`src/rtl/byte_collector.sv`:
```
// Serial-to-parallel byte collector with valid/ready handshakes on both sides.
// A completed byte is held in out until consumed; the next byte may begin on the consume edge.
module byte_collector #(
  parameter int MSB_FIRST = 1
) (
  input  logic       clk,
  input  logic       rst_n,
  input  logic       clear,
  input  logic       in_bit,
  input  logic       in_valid,
  output logic       in_ready,
  output logic [7:0] out,
  output logic       out_valid,
  input  logic       out_ready,
  output logic       out_any,
  output logic [7:0] byte_count
);

  typedef enum logic {COLLECT, FULL} state_t;

  state_t     state, state_next;
  logic [2:0] bit_cnt, bit_cnt_next;
  logic [7:0] shift_reg, shift_next;
  logic [7:0] out_next, byte_count_next;
  logic [7:0] shifted;
  logic       bit_hs, byte_hs;

  // In FULL the input side only opens when the pending byte leaves this cycle.
  assign in_ready  = ~clear & ((state == COLLECT) | out_ready);
  assign out_valid = (state == FULL);
  assign out_any   = (|out) & out_valid;

  assign bit_hs  = in_valid & in_ready;
  assign byte_hs = out_valid & out_ready;
  assign shifted = (MSB_FIRST != 0) ? {shift_reg[6:0], in_bit} : {in_bit, shift_reg[7:1]};

  always_comb begin
    state_next      = state;
    bit_cnt_next    = bit_cnt;
    shift_next      = shift_reg;
    out_next        = out;
    byte_count_next = byte_count;
    if (clear) begin
      state_next   = COLLECT;
      bit_cnt_next = 3'd0;
      shift_next   = 8'h00;
    end else begin
      if (byte_hs) begin
        state_next      = COLLECT;
        byte_count_next = byte_count + 8'd1;
      end
      if (bit_hs) begin
        shift_next   = shifted;
        bit_cnt_next = bit_cnt + 3'd1;
        // The eighth bit goes straight into out rather than through the register.
        if (bit_cnt == 3'd7) begin
          out_next   = shifted;
          state_next = FULL;
        end
      end
    end
  end

  always_ff @(posedge clk or negedge rst_n) begin
    if (!rst_n) begin
      state      <= COLLECT;
      bit_cnt    <= 3'd0;
      shift_reg  <= 8'h00;
      out        <= 8'h00;
      byte_count <= 8'h00;
    end else begin
      state      <= state_next;
      bit_cnt    <= bit_cnt_next;
      shift_reg  <= shift_next;
      out        <= out_next;
      byte_count <= byte_count_next;
    end
  end

endmodule

```
`config.mk`:
```
export PLATFORM = sky130hd
export DESIGN_NAME = byte_collector
export DESIGN_NICKNAME = d
export VERILOG_FILES = /design/src/rtl/byte_collector.sv
export SDC_FILE = /design/constraint.sdc
export NUM_CORES = 1
export LEC_CHECK = 0
export BUFFER_PORTS_ARGS = -buffer_cell sky130_fd_sc_hd__buf_2
export CORE_MARGIN = 3
export CORE_UTILIZATION = 50
export DETAILED_ROUTE_END_ITERATION = 8
export PLACE_DENSITY_LB_ADDON = 0.25
export REMOVE_ABC_BUFFERS = 1
export SLEW_MARGIN = 20
export SYNTH_ARGS = -nofsm -noshare
export SYNTH_HDL_FRONTEND = slang
export SYNTH_SLANG_ARGS = --single-unit
```
`constraint.sdc`:
```
create_clock -name clk -period 1.79 [get_ports clk]
set_input_delay 0.358 -clock clk [delete_from_list [all_inputs] [get_ports clk]]
set_output_delay 0.358 -clock clk [all_outputs]
set_load 0.05 [all_outputs]
```
## Yosys cells after proc, flatten, opt, wreduce, memory -nomap -nowiden

Cells that the tools add are included.

| operators by class | value |
|---|---|
| add/subtract/negate cells | 2 |
| equality and inequality tests | 1 |
| muxes and demuxes | 8 |
| bitwise logic cells | 7 |
| reduce and logical (&&, ||, !) cells | 4 |

Operator list:

| cell | count |
|---|---|
| $mux W7 | 2 |
| $add A8 B1 Y8 const B | 1 |
| $reduce_or A8 Y1 | 1 |
| $mux W3 | 2 |
| $and A1 B1 Y1 | 4 |
| $mux W1 | 4 |
| $add A3 B1 Y3 const B | 1 |
| $eq A3 B3 Y1 const B | 1 |
| $reduce_and A3 Y1 | 1 |
| $not A1 Y1 | 2 |
| $reduce_and A2 Y1 | 1 |
| $reduce_bool A2 Y1 | 1 |
| $or A1 B1 Y1 | 1 |

| word-level totals | value |
|---|---|
| flip-flop bits (word level) | 27 |
| input bits | 6 |
| logic and storage cells | 27 |

## Logic depth before layout (Yosys ltp)

| depth | value |
|---|---|
| depth in word-level cells | 6 |
| depth in mapped cells | 4 |
| gate-level depth less buffers | 4 |

## Worst setup path after synthesis

OpenSTA, ideal clock, no wires.

| path | value |
|---|---|
| kind | reg2out |
| start point | register state (netlist: out_valid) |
| end point | output out_any |
| arrival | 1935 ps |
| required time | 1432 ps |
| setup slack | -503 ps |
| cell stages (with the launch flop) | 2 |
| path buffers | 0 |
| cell sequence | dfrtp_1 -> a21boi_0 |

| on the way | value |
|---|---|
| longest elaborated chain between the ends | 1 |

RTL lines:

| item | line | RTL |
|---|---|---|
| start: declaration | 21 | `state_t state, state_next;` |
| start signal: assignment | 72 | `state <= state_next;` |
| $and A1 B1 Y1 | 31 | `assign out_any = (\|out) & out_valid;` |
| end: declaration | 15 | `output logic out_any,` |

No other way between the ends.

## Worst setup path after layout

| path | value |
|---|---|
| start point | register out[2] |
| end point | output out_any |

| on the way | value |
|---|---|
| longest elaborated chain between the ends | 2 |

RTL lines:

| item | line | RTL |
|---|---|---|
| start: declaration | 12 | `output logic [7:0] out,` |
| start signal: assignment | 75 | `out <= out_next;` |
| $reduce_or A8 Y1 | 31 |  |
| $and A1 B1 Y1 | 31 |  |

No other way between the ends.

==> flow_summary.yaml <==
outcome:
  status: "finished, final reports clean"
die:
  start_util_pct: 53.9
  num_rows: 17
  ioPinCount: 25
  core_area_mm2: 0.00228
  die_x_um: 55.5
  die_area_mm2: 0.00309
  die_h_um: 55.5
synth:
  synthArstFlopShare_pct: 100
  synth_edf_count: 0
  ys_types: 26
  synth.most_common_cell: "dfrtp_1"
  yosys.area.top_type: "dfrtp_1"
  synth_common_cells: "dfrtp_1 (27), mux2_2 (18), nor2b_1 (6)"
  avgSynthCellArea_um2: 13.6
  ys.flop_type: "dfrtp_1"
  yosysSeqAreaShare_pct: 55.0
  synthTopCellsByArea: "dfrtp_1 (55%), mux2_2 (17%), ha_1 (3.1%)"
  yosys.area.top_type_share_pct: 55.0
  synth_seq_cells: 27
  syn_inst: 90
  ys.warnings.count: 0
  netlist_area_mm2: 0.00123
worst_setup_path:
  r2r_start: "bit_cnt[0]"
  crit_cells: 3
  slowest_delay_ps: 440
  worst_setup_path_end_kind: "primary output"
  startpoint: "out[2]"
  reg2regPathDepth: 4
  cp_slowest_cell: "dfrtp_1"
  critPathTopFamily: "flip-flops"
  crit_path_max_fanout: 3
  crit_path_start_kind: "flip-flop"
  arrival_ps: 1340
  crit_path_cell_trace: "nor4_2 -> a21boi_1 -> buf_4"
  path_buf_inv: 1
  required_ps: 1430
  path_class: "reg -> out"
clock_tree:
  numClockSinks: 27
  numCtsBuffers: 3
  insertion_delay_ps: 320
  clk_root_buffer_cell: "clkbuf_4"
  cts_max_level: 1
  cts_buffer_depth: 2
  cts_tree: "yes"
  cts_hold_buf: 0
  path_clk_slew_ps: 140
drt:
  routed_wl_um: 2080
  routed_via_density: 5.30
  drtAntennaViolNets: 0
  first_pass_iters: 3
  route.detailed.drc: 0
  avgRoutedWirePerCell_um: 14.3
  first_iter_violations: 7
  vias: 768
timing:
  post-route-min-period_ps: 1700
  min_period_over_period_pct: 95.0
  fmax_mhz: 588
  slew_violations: 0
  setup_violations: 0
  holdWs_ps: 17.7
  relSlewSlack_pct: 61.3
  hold_violations: 0
  rsz0062_at_grt: "true"
  fin_setup_tns_ps: 0
  tightest_slew_ps: 581
  skew_ps: 8.42
power:
  p_switching_mw: 0.217
  power_mw: 0.955
  p_seq_share_pct: 65.9
  p_clk_share_pct: 26.8
  swShare_pct: 22.7
  p_comb_share_pct: 7.3
  ir_drop_mv: 0.453
  leakage_nw: 0.787
  p_int_mw: 0.738
  powerDensity_mw_per_mm2: 671
global_route:
  grt_max_degree: 28
  grt_first_pass_wirelength_um: 3760
  antenna_found_initial: 0
  gr-total-overflow: 0
  grt_pass1_vias: 815
  grt_util_all_layers_pct: 15.4
placement:
  post_dp_cell_area_mm2: 0.00138
  dp_cells: 141
  place_hpwl_um: 1520
  io_buffers: 24
  gp_congestion: 0.681
cells_and_area:
  area_delta_synth_final_pct: 16.0
  final_nets: 127
  drive_gt1_share_pct: 46.2
  n_antenna_cell: 0
  num-fill-cells: 183
  stdcell_area_mm2: 0.00142
  fin_cells: 145
flow_run:
  maxCapViolations: 0
min_path:
  hold_class: "in -> async"
placed cells by master (no fill, tap or decap), types with 3 or more instances in the layout:
cell type	count
nor4_2	3
nor2b_1	6
clkbuf_4	4
ha_1	3
xnor2_1	3
dfrtp_1	26
buf_2	22
mux2_2	18
xor2_1	4
and2b_1	4
stage by stage:
step,setup slack [ps],utilization [%]
floorplan,-503,-
global placement,315,60.6
detailed placement,282,60.6
CTS,2.36,61.7
global route,-35.5,62.6
finish,89.0,62.6
path summary, 6_finish.rpt:
kind / to / slack (ps)
min: out[1] / 20
max: out_any / 90
max reg2reg: out[6] / 380
min reg2reg: byte_count[7] / 480
min in group clk: out[0] / 290
max in group asynchronous: out_valid / 1360
per-layer routing:
metal / share of wire (%) / routed length [um] / vias to the layer above / global-route usage, %
met5: 0 / 0 / - / 0
met4: 0.63 / 13 / 0 / 6.25
met3: 3.9 / 82 / 2 / 2.34
met2: 47 / 970 / 19 / 24.3
met1: 49 / 1010 / 384 / 21.2
li1: - / - / 363 / -
repair_timing:
action                     4_1_cts  5_1_grt
gates resized for setup          0        7
setup buffers                    0        0
setup endpoints to repair        0        2
power by group through the flow:
stage | Combinational [mW] | Sequential (mW) | Clock (mW)
finish | 0.0693 | 0.630 | 0.256
global route | 0.0796 | 0.633 | 0.296
global placement | 0.0676 | 0.641 | 0
floorplan | 0.0365 | 0.643 | 0
CTS | 0.0713 | 0.630 | 0.273
detailed placement | 0.0712 | 0.642 | 0
cell type report:
cell class / instances / area, um2 / share of cell area [%]
Clock buffer: 4 / 26.3 / 1.85
Timing Repair Buffer: 24 / 125 / 8.79
Multi-Input combinational cell: 60 / 553 / 38.8
Tap cell: 28 / 35.0 / 2.46
Inverter: 2 / 7.51 / 0.527
Sequential cell: 27 / 677 / 47.5
cells by family (layout without fill, tap and decap cells):
| family | after synthesis | in the layout | synth area share, % |
|---|---|---|---|
| AOI/OAI and AO/OA | 2 | 2 | 1.02 |
| and+or+nand+nor | 29 | 29 | 17.6 |
| buffers and inverters | 3 | 30 | 0.917 |
| DFF | 27 | 27 | 55.0 |
| xor gates and xnor gates | 7 | 7 | 5.00 |
| muxes | 19 | 19 | 17.3 |
| adders and majority gates | 3 | 3 | 3.06 |
No activity file was read; power rests on OpenSTA's default activity.
